## config.mk

```make
export PLATFORM = sky130hd
export DESIGN_NAME = rmii_rx_to_mii_flat
export DESIGN_NICKNAME = d
export VERILOG_FILES = /design/src/rtl/rmii_pkg.sv /design/src/rtl/rmii_rx_to_mii_if.sv /design/src/rtl/rmii_sample_strobe.sv /design/src/rtl/rmii_rx_to_mii.sv /design/src/flat_wrapper.sv
export SDC_FILE = /design/constraint.sdc
export NUM_CORES = 1
export LEC_CHECK = 0
export ABC_AREA = 1
export ABC_CLOCK_PERIOD_IN_PS = 1600
export CAP_MARGIN = 20
export CORE_MARGIN = 1.5
export CORE_UTILIZATION = 25
export DETAILED_ROUTE_END_ITERATION = 7
export PLACE_DENSITY = 0.47
export SYNTH_ARGS = -nofsm -noshare
export SYNTH_HDL_FRONTEND = slang
export SYNTH_HIERARCHICAL = 1
export SYNTH_SLANG_ARGS = --single-unit
```

## constraint.sdc

```tcl
create_clock -name sys_clk -period 1.6 [get_ports sys_clk]
set_input_delay 0.16 -clock sys_clk [delete_from_list [all_inputs] [get_ports sys_clk]]
set_output_delay 0.16 -clock sys_clk [all_outputs]
set_load 0.1 [all_outputs]
```

## src/rtl/rmii_pkg.sv

```systemverilog
// Shared types and constants for the RMII receive-to-MII converter.
package rmii_pkg;

  typedef enum logic [1:0] {
    StIdle,
    StPreamble,
    StData
  } rx_state_e;

  localparam logic [1:0] DibitPre = 2'b01;
  localparam logic [1:0] DibitSfd = 2'b11;

  localparam int unsigned SpeedDiv10Default = 10;

  // RMII sends LSB-first, so the first dibit lands in the low half of the nibble.
  function automatic logic [3:0] pack_nibble(input logic [1:0] first, input logic [1:0] second);
    return {second, first};
  endfunction

endpackage

```

## src/rtl/rmii_rx_to_mii_if.sv

```systemverilog
// PHY-side RMII receive signals and MII-side nibble outputs.
interface rmii_rx_to_mii_if;
  logic       speed_100;
  logic       phy2rmii_crs_dv;
  logic       phy2rmii_rx_er;
  logic [1:0] phy2rmii_rxd;
  logic [3:0] mii_rxd;
  logic       mii_rx_en;
  logic       mii_rx_dv;
  logic       mii_rx_er;
  logic       mii_crs;

  modport master (
    output speed_100, phy2rmii_crs_dv, phy2rmii_rx_er, phy2rmii_rxd,
    input  mii_rxd, mii_rx_en, mii_rx_dv, mii_rx_er, mii_crs
  );

  modport slave (
    input  speed_100, phy2rmii_crs_dv, phy2rmii_rx_er, phy2rmii_rxd,
    output mii_rxd, mii_rx_en, mii_rx_dv, mii_rx_er, mii_crs
  );
endinterface

```

## src/rtl/rmii_sample_strobe.sv

```systemverilog
// Dibit sample strobe: every cycle at 100 Mb/s, one in Div cycles at 10 Mb/s.
module rmii_sample_strobe
  import rmii_pkg::*;
#(
  parameter int unsigned Div = SpeedDiv10Default
) (
  input  logic clk_i,
  input  logic rst_ni,
  input  logic speed_100_i,
  input  logic restart_i,
  output logic strobe_o
);

  localparam int unsigned CntW = (Div > 1) ? $clog2(Div) : 1;
  localparam logic [CntW-1:0] CntMax = CntW'(Div - 1);

  logic [CntW-1:0] cnt_q, cnt_d;

  always_comb begin
    strobe_o = 1'b0;
    cnt_d    = cnt_q;
    if (speed_100_i) begin
      strobe_o = 1'b1;
      cnt_d    = '0;
    end else if (restart_i) begin
      // The restart cycle itself is count 0, so it strobes and moves on to 1.
      strobe_o = 1'b1;
      cnt_d    = (Div > 1) ? CntW'(1) : '0;
    end else begin
      strobe_o = (cnt_q == '0);
      cnt_d    = (cnt_q == CntMax) ? '0 : cnt_q + CntW'(1);
    end
  end

  always_ff @(posedge clk_i) begin
    if (!rst_ni) begin
      cnt_q <= '0;
    end else begin
      cnt_q <= cnt_d;
    end
  end

endmodule

```

## src/rtl/rmii_rx_to_mii.sv

```systemverilog
// RMII receive path: dibits to MII nibbles with preamble/SFD tracking and CRS_DV decoding.
module rmii_rx_to_mii
  import rmii_pkg::*;
#(
  parameter int unsigned SPEED_DIV_10 = SpeedDiv10Default
) (
  input logic               sys_clk,
  input logic               resetn,
  rmii_rx_to_mii_if.slave   bus
);

  rx_state_e  state_q, state_d;
  logic       phase_q, phase_d;
  logic [1:0] lo_q, lo_d;
  logic       lo_er_q, lo_er_d;
  logic       pend_q, pend_d;
  logic [1:0] pend_dibit_q, pend_dibit_d;
  logic       pend_er_q, pend_er_d;
  logic       spd_q, spd_d;
  logic [3:0] rxd_q, rxd_d;
  logic       en_q, en_d;
  logic       dv_q, dv_d;
  logic       er_q, er_d;
  logic       crs_q;

  logic       crs_dv, rx_er;
  logic [1:0] rxd;
  logic       speed_eff, restart, strobe;

  assign crs_dv = bus.phy2rmii_crs_dv;
  assign rx_er  = bus.phy2rmii_rx_er;
  assign rxd    = bus.phy2rmii_rxd;

  // Speed is tracked live while idle and frozen for the duration of a frame.
  assign speed_eff = (state_q == StIdle) ? bus.speed_100 : spd_q;
  assign spd_d     = speed_eff;
  assign restart   = (state_q == StIdle) && crs_dv && !crs_q;

  rmii_sample_strobe #(
    .Div (SPEED_DIV_10)
  ) u_strobe (
    .clk_i       (sys_clk),
    .rst_ni      (resetn),
    .speed_100_i (speed_eff),
    .restart_i   (restart),
    .strobe_o    (strobe)
  );

  always_comb begin
    state_d      = state_q;
    phase_d      = phase_q;
    lo_d         = lo_q;
    lo_er_d      = lo_er_q;
    pend_d       = pend_q;
    pend_dibit_d = pend_dibit_q;
    pend_er_d    = pend_er_q;
    rxd_d        = rxd_q;
    en_d         = 1'b0;
    dv_d         = dv_q;
    er_d         = er_q;
    if (strobe) begin
      unique case (state_q)
        StIdle: begin
          dv_d = 1'b0;
          if (crs_dv && (rxd == DibitPre)) begin
            state_d = StPreamble;
            phase_d = 1'b1;
            lo_er_d = rx_er;
          end
        end
        StPreamble: begin
          if (crs_dv && (rxd == DibitPre)) begin
            phase_d = ~phase_q;
            lo_er_d = rx_er;
            if (phase_q) begin
              en_d  = 1'b1;
              dv_d  = 1'b1;
              rxd_d = pack_nibble(DibitPre, DibitPre);
              er_d  = lo_er_q | rx_er;
            end
          end else if (crs_dv && (rxd == DibitSfd)) begin
            en_d    = 1'b1;
            dv_d    = 1'b1;
            rxd_d   = pack_nibble(DibitPre, DibitSfd);
            er_d    = lo_er_q | rx_er;
            phase_d = 1'b0;
            pend_d  = 1'b0;
            state_d = StData;
          end else begin
            state_d = StIdle;
            dv_d    = 1'b0;
            phase_d = 1'b0;
          end
        end
        StData: begin
          // A low CRS_DV sample is held back until the next sample shows whether
          // it was carrier-loss toggling (data) or the end of the frame.
          if (!crs_dv) begin
            if (pend_q) begin
              state_d = StIdle;
              dv_d    = 1'b0;
              phase_d = 1'b0;
              pend_d  = 1'b0;
            end else begin
              pend_d       = 1'b1;
              pend_dibit_d = rxd;
              pend_er_d    = rx_er;
            end
          end else if (pend_q) begin
            pend_d = 1'b0;
            en_d   = 1'b1;
            dv_d   = 1'b1;
            if (!phase_q) begin
              rxd_d = pack_nibble(pend_dibit_q, rxd);
              er_d  = pend_er_q | rx_er;
            end else begin
              rxd_d   = pack_nibble(lo_q, pend_dibit_q);
              er_d    = lo_er_q | pend_er_q;
              lo_d    = rxd;
              lo_er_d = rx_er;
            end
          end else if (!phase_q) begin
            lo_d    = rxd;
            lo_er_d = rx_er;
            phase_d = 1'b1;
          end else begin
            en_d    = 1'b1;
            dv_d    = 1'b1;
            rxd_d   = pack_nibble(lo_q, rxd);
            er_d    = lo_er_q | rx_er;
            phase_d = 1'b0;
          end
        end
        default: begin
          state_d = StIdle;
          dv_d    = 1'b0;
          phase_d = 1'b0;
          pend_d  = 1'b0;
        end
      endcase
    end
  end

  always_ff @(posedge sys_clk) begin
    if (!resetn) begin
      state_q      <= StIdle;
      phase_q      <= 1'b0;
      lo_q         <= 2'b00;
      lo_er_q      <= 1'b0;
      pend_q       <= 1'b0;
      pend_dibit_q <= 2'b00;
      pend_er_q    <= 1'b0;
      spd_q        <= 1'b0;
      rxd_q        <= 4'h0;
      en_q         <= 1'b0;
      dv_q         <= 1'b0;
      er_q         <= 1'b0;
      crs_q        <= 1'b0;
    end else begin
      state_q      <= state_d;
      phase_q      <= phase_d;
      lo_q         <= lo_d;
      lo_er_q      <= lo_er_d;
      pend_q       <= pend_d;
      pend_dibit_q <= pend_dibit_d;
      pend_er_q    <= pend_er_d;
      spd_q        <= spd_d;
      rxd_q        <= rxd_d;
      en_q         <= en_d;
      dv_q         <= dv_d;
      er_q         <= er_d;
      crs_q        <= crs_dv;
    end
  end

  assign bus.mii_rxd   = rxd_q;
  assign bus.mii_rx_en = en_q;
  assign bus.mii_rx_dv = dv_q;
  assign bus.mii_rx_er = er_q;
  assign bus.mii_crs   = crs_q;

endmodule

```

## src/flat_wrapper.sv

```systemverilog
// flat-port wrapper written by rule: the top's interface ports become plain ports
module rmii_rx_to_mii_flat import rmii_pkg::*;
#(
  parameter int unsigned SPEED_DIV_10 = SpeedDiv10Default
)
  (sys_clk, resetn, bus_speed_100, bus_phy2rmii_crs_dv, bus_phy2rmii_rx_er, bus_phy2rmii_rxd, bus_mii_rxd, bus_mii_rx_en, bus_mii_rx_dv, bus_mii_rx_er, bus_mii_crs);
  rmii_rx_to_mii_if bus_i ();
  input logic sys_clk;
  input logic resetn;
  input wire logic [$bits(bus_i.speed_100)-1:0] bus_speed_100;
  input wire logic [$bits(bus_i.phy2rmii_crs_dv)-1:0] bus_phy2rmii_crs_dv;
  input wire logic [$bits(bus_i.phy2rmii_rx_er)-1:0] bus_phy2rmii_rx_er;
  input wire logic [$bits(bus_i.phy2rmii_rxd)-1:0] bus_phy2rmii_rxd;
  output wire logic [$bits(bus_i.mii_rxd)-1:0] bus_mii_rxd;
  output wire logic [$bits(bus_i.mii_rx_en)-1:0] bus_mii_rx_en;
  output wire logic [$bits(bus_i.mii_rx_dv)-1:0] bus_mii_rx_dv;
  output wire logic [$bits(bus_i.mii_rx_er)-1:0] bus_mii_rx_er;
  output wire logic [$bits(bus_i.mii_crs)-1:0] bus_mii_crs;
  assign bus_i.speed_100 = bus_speed_100;
  assign bus_i.phy2rmii_crs_dv = bus_phy2rmii_crs_dv;
  assign bus_i.phy2rmii_rx_er = bus_phy2rmii_rx_er;
  assign bus_i.phy2rmii_rxd = bus_phy2rmii_rxd;
  assign bus_mii_rxd = bus_i.mii_rxd;
  assign bus_mii_rx_en = bus_i.mii_rx_en;
  assign bus_mii_rx_dv = bus_i.mii_rx_dv;
  assign bus_mii_rx_er = bus_i.mii_rx_er;
  assign bus_mii_crs = bus_i.mii_crs;
  rmii_rx_to_mii #(.SPEED_DIV_10(SPEED_DIV_10)) u_core (.sys_clk(sys_clk), .resetn(resetn), .bus(bus_i));
endmodule
```

# == Word-level counts from Yosys, hierarchy flattened ==
# Index checks and enable logic that the tools add are counted.
# W data, S select, Z words.
# word_totals
regBits,23
latchBits,0
ramBits,0
rom_bits,0
in_bits,7
out_inout_bits,8
wordCells,125
mem_count,0
# op_classes
n_addsub,1
mul,0
n_div,0
magnitude_cmp,0
eq_ne,21
shift,0
mux,58
n_bitwise,8
n_reduce_logical,22
# ops
op,n
$mux W1,35
$mux W4,7
$mux W2,8
$reduce_and A4 Y1,4
$reduce_and A6 Y1,2
$ne A2 B2 Y1 const B,5
$reduce_and A5 Y1,2
$ne A3 B2 Y1 const B,3
$ne A2 B1 Y1 const B,4
$pmux W1 S2,4
$pmux W4 S2,1
$ne A3 B1 Y1 const B,2
$ne A3 B3 Y1 const B,2
$pmux W1 S3,2
$pmux W2 S3,1
$not A1 Y1,5
$add A4 B1 Y4 const B,1
$eq A2 B1 Y1 const B,2
$eq A2 B2 Y1 const B,2
$eq A4 B4 Y1 const B,1
$logic_and A1 B1 Y1,4
$logic_not A4 Y1,1
$reduce_and A2 Y1,2
$reduce_bool A2 Y1,2
5 further kinds,8

# == Logic depth before layout (Yosys ltp) ==
# depth
word_depth,6
ltp_mapped,13
mapped_depth_nobuf,13

# == Cells and area by module ==
# Netlist, hierarchy kept.
# by_module_without_submodules
module,instances,cells_per_inst,area_each_um2,seq_area_each_um2
rmii_rx_to_mii,1,200,1248.7,380.4
rmii_sample_strobe,1,30,236.5,80.1

# == Worst setup path before layout ==
# Ideal clock, no wire load.
# synth_timing
kind,register -> register
startpoint,register u_core.crs_q (netlist: u_core/bus.mii_crs)
endpoint,register u_core.rxd_q[1] (netlist: u_core/bus.mii_rxd[1])
setup_ns,0.117
t_arrival_ns,1.842
required_time_ns,1.483
setup_slack_ns,-0.359
path_stages_with_launch,10
n_path_buf,0
period_less_slack_ns,1.959
path_cell_list,dfxtp_1 nor3_1 nor2_2 nand2_1 nand2_1 a21oi_4 nand2_4 inv_2 nor2_1 nor2_1
# synth_between
elab_chain_len,5
# synth_lines
item,line_no,source
"start, declared",rmii_rx_to_mii.sv:24,logic crs_q;
"start signal, assigned",rmii_rx_to_mii.sv:172,crs_q <= crs_dv;
$logic_not A1 Y1,rmii_rx_to_mii.sv:37,assign restart = (state_q == StIdle) && crs_dv && !crs_q;
$logic_and A1 B1 Y1,rmii_rx_to_mii.sv:37,
via u_core.restart,rmii_rx_to_mii.sv:28,"logic speed_eff, restart, strobe;"
$mux W1,rmii_sample_strobe.sv:25,end else if (restart_i) begin
$mux W1,rmii_sample_strobe.sv:22,if (speed_100_i) begin
via u_core.strobe,rmii_rx_to_mii.sv:28,
$reduce_and A6 Y1 (no line),-,
"end signal, assigned",rmii_rx_to_mii.sv:168,rxd_q <= rxd_d;
"end, declared",rmii_rx_to_mii.sv:20,"logic [3:0] rxd_q, rxd_d;"
# The timed path passes the listed nets, and every way through them passes these cells.
# A chain may end at the register's enable or synchronous reset.

# == Worst setup path in the final report ==
# layout_timing
startpoint,register u_core.state_q[0]
endpoint,register u_core.rxd_q[3] (netlist: u_core/bus.mii_rxd[3])
# layout_between
word_cells_on_any_way,15
cone_classes,6 x eq/ne; 4 x mux; 5 x reduce/logical
# layout_rtl
item,line_no,source
"start, declared",rmii_rx_to_mii.sv:12,"rx_state_e state_q, state_d;"
"start signal, assigned",rmii_rx_to_mii.sv:146,state_q <= StIdle;
"start signal, assigned",rmii_rx_to_mii.sv:160,state_q <= state_d;
$logic_not A2 Y1,rmii_rx_to_mii.sv:35,assign speed_eff = (state_q == StIdle) ? bus.speed_100 : spd_q;
$mux W1,rmii_rx_to_mii.sv:35,
via u_core.spd_d,rmii_rx_to_mii.sv:19,"logic spd_q, spd_d;"
$mux W1,rmii_sample_strobe.sv:22,
via u_core.strobe,rmii_rx_to_mii.sv:28,
$reduce_and A6 Y1 (no line),-,
# The timed path passes the listed nets, and every way through them passes these cells.

==> impl_metrics.toml <==
[setup_path]
cp-end-kind = "flip-flop"
worstRegToRegCells = 12
r2r_end = "u_core/bus.mii_rxd[3]$_SDFFE_PN0P_"
arrival_ps = 1740
slowest_delay_ps = 360
crit_buf_inv = 2
critPathKind = "reg2reg"
r2r_slack_ps = 30
crit_cells = 12
worst_setup_path_start_kind = "flip-flop"
crit_family = "simple AND/OR/NAND/NOR gates"
r2r-start = "u_core/state_q[0]$_SDFFE_PN0P_"
path_cells = "inv_4 > ha_4 > inv_4 > nand2_2 > nand2_2 > nor2_4 > nand2_2 > nand2_2 > a21oi_4 > nand2_4 > nor2_1 > nor2_1"
crit_fanout = 6
setup.worst_path.start = "u_core/state_q[0]$_SDFFE_PN0P_"
timing.critical_path.mode_cell = "nand2_2"
critPathSlowestCell = "dfxtp_2"
critical_path_required_ps = 1770

[pwr]
cellInternalPower_w = 0.00178
p_leak_nw = 1.01
power.switching_w = 0.00158
p_total_w = 0.00336
p_comb_frac = 0.646
powerDensity_nw_per_um2 = 1560
p_seq_frac = 0.242
ir_drop_mv = 0.577
clkPwrFrac = 0.112
swShare = 0.471

[route]
vias = 1501
post_drt_wl_per_cell_um = 11.4
drc = 0
drtIter0Drc = 46
viasPerCell = 4.34
ant_nets = 0
drt-total-wl_um = 3950
dr.pass1.iters = 4

[timing]
final_max_slew_viol_count = 0
final_hold_viol_count = 0
worstMarginPinSlew_ps = 310
fmax_mhz = 638
maxSlewHeadroom = 0.791
min_period_ps = 1570
min_period_over_period = 0.980
final_critical_path_setup_slack_ps = 31.4
setup_violations = 0
skew_ps = 3.36
hold-worst-slack_ps = 465
setup_tns_ps = 0
rsz0062_at_grt = "yes"

[clock_tree]
cts_tree = "done"
hold_buffers = 0
cts_buffers = 3
clockBufferDepth = 2
path_clk_slew_ps = 90
htreeDepth = 1
clock_sinks = 23
cts_root_buffer = "clkbuf_8"
worstSkewPairLatency_ps = 270

[final_layout]
fill_cells = 637
seq_area_um2 = 464
synthToLayoutAreaGrowth_pct = 44.9
n_antenna_cell = 0
final_area_um2 = 2150
final_common_cell = "nand2_1"
layout_common_cells = "50 x nand2_1, 30 x inv_1, 30 x buf_4"
drive_gt1_frac = 0.307
multi_input_area_um2 = 948
fin_nets = 292

[place]
place_area_um2 = 2000
io_buffer_count = 14
gp_congestion = 0.856
hpwl_um = 3060
pre_cts_slack_ps = -108

[global_routing]
grt_pass1_wl_um = 6730
grt_usage = 0.135
grt-ovfl-total = 0
antenna_found_initial = 0
grt_pass1_vias = 1469
grt_max_degree = 13

[synth]
syn_area_um2 = 1490
synthCells = 230
async_flop_share = 0
postSynthNetCount = 247
synth-main-ff-cell = "dfxtp_1"
yosysWarnings = 6
ys_seq_area_frac = 0.310
ys_types = 23
synth_seq_cells = 23
syn_area_per_cell_um2 = 6.46
synth_edf_count = 0

[die]
dieArea_um2 = 6410
coreArea_um2 = 5610
initial_utilization = 0.265
die_h_um = 80.1
io_pins = 15
row_count = 27
dieWidth_um = 80.1

[hold_path]
hold_end = "u_core/lo_q[1]$_SDFFE_PN0P_"
worstHoldPathType = "reg2reg"
min_from = "u_core/lo_q[1]$_SDFFE_PN0P_"
hold_path_depth = 2

[outcome]
outcome = "finished, final reports clean"

[run]
cap_violations = 0
==> synth_stat cells (2+ instances only) <==
master	number	area, um^2
o21ai_0	10	50.1
nor2_2	6	37.5
inv_2	5	18.8
nand3_1	23	115
nand2_1	58	218
ha_1	10	125
buf_4	3	22.5
buf_2	2	10.0
inv_1	33	124
nand2_2	2	12.5
dfxtp_1	23	460
nand4_1	3	18.8
nor2_1	27	101
nand3_2	3	30.0
a21oi_1	14	70.1
==> per-layer routing <==
layer	track usage	part of all wire	vias up	wire [um]
met5	0	0	-	0
met4	0.0207	0.0046	0	18
met3	0.0307	0.037	2	145
met2	0.239	0.47	22	1860
met1	0.168	0.49	672	1920
li1	-	-	805	-
==> tightest hold or removal path: cells and delay by family (launching register included) <==
kind                   cells  cell delay [ps]
buffers and inverters      1               60
flip-flops                 1              310
AO/OA/AOI/OAI              1               60
==> repair_timing <==
item	CTS	global route
endpoints found under the setup margin	13	16
endpoints found under the hold margin	0	0
gates resized for setup	6	23
buffers inserted	0	1
pin swaps	3	9
==> how the worst max path moves through the flow <==
| stage | endpoint | slack, ps |
|---|---|---|
| after detailed placement | u_core/bus.mii_rxd[0]$_SDFFE_PN0P_ | -110 |
| after global placement | u_core/lo_er_q$_SDFFE_PN0P_ | -90 |
| final | u_core/bus.mii_rxd[3]$_SDFFE_PN0P_ | 30 |
| after CTS | u_core/lo_er_q$_SDFFE_PN0P_ | 4 |
| after global routing | u_core/bus.mii_rxd[3]$_SDFFE_PN0P_ | -60 |
| after floorplan | u_core/bus.mii_rxd[1]$_SDFFE_PN0P_ | 4 |
==> registers in the layout, indices dropped and copies added, names as in the netlist <==
signal,cells
u_core/lo_er_q,1
u_core/bus.mii_rx_dv,1
u_core/lo_q,2
u_core/bus.mii_crs,1
u_core/state_q,2
u_core/bus.mii_rxd,4
u_core/pend_q,1
u_core/bus.mii_rx_er,1
u_core/phase_q,1
u_core/pend_dibit_q,2
u_core/spd_q,1
u_core/bus.mii_rx_en,1
u_core/pend_er_q,1
u_core/u_strobe/cnt_q,4
==> layout make-up <==
class,instances,area share
multi-input combinational,164,0.441
tap,72,0.0419
clock buffer,4,0.0209
sequential,23,0.216
inverter,38,0.0686
timing repair buffer,45,0.212
==> cell families (layout without fill, tap and decap cells) <==
logic type,after synthesis,count (layout),synth area share
AOI/OAI and AO/OA,27,27,0.103
buffers and inverters,43,87,0.118
adders and majority gates,10,10,0.0842
and+or+nand+nor,126,126,0.379
DFF,23,23,0.310
xor gates and xnor gates,1,1,0.00590
==> stage by stage <==
stage | util | instances
after global placement | 0.357 | 341
after detailed placement | 0.357 | 341
after global routing | 0.384 | 346
after CTS | 0.368 | 345
final | 0.384 | 346
after floorplan | - | 230
==> power groups by stage <==
stage / registers, W / logic [W] / clock network [W]
final: 0.000813 / 0.00217 / 0.000377
after global routing: 0.000835 / 0.00238 / 0.000436
after CTS: 0.000806 / 0.00203 / 0.000407
after detailed placement: 0.000816 / 0.00198 / 0
after global placement: 0.000818 / 0.00198 / 0
after floorplan: 0.00109 / 0.000960 / 0
Note: power is estimated with default switching activity, not from simulation.
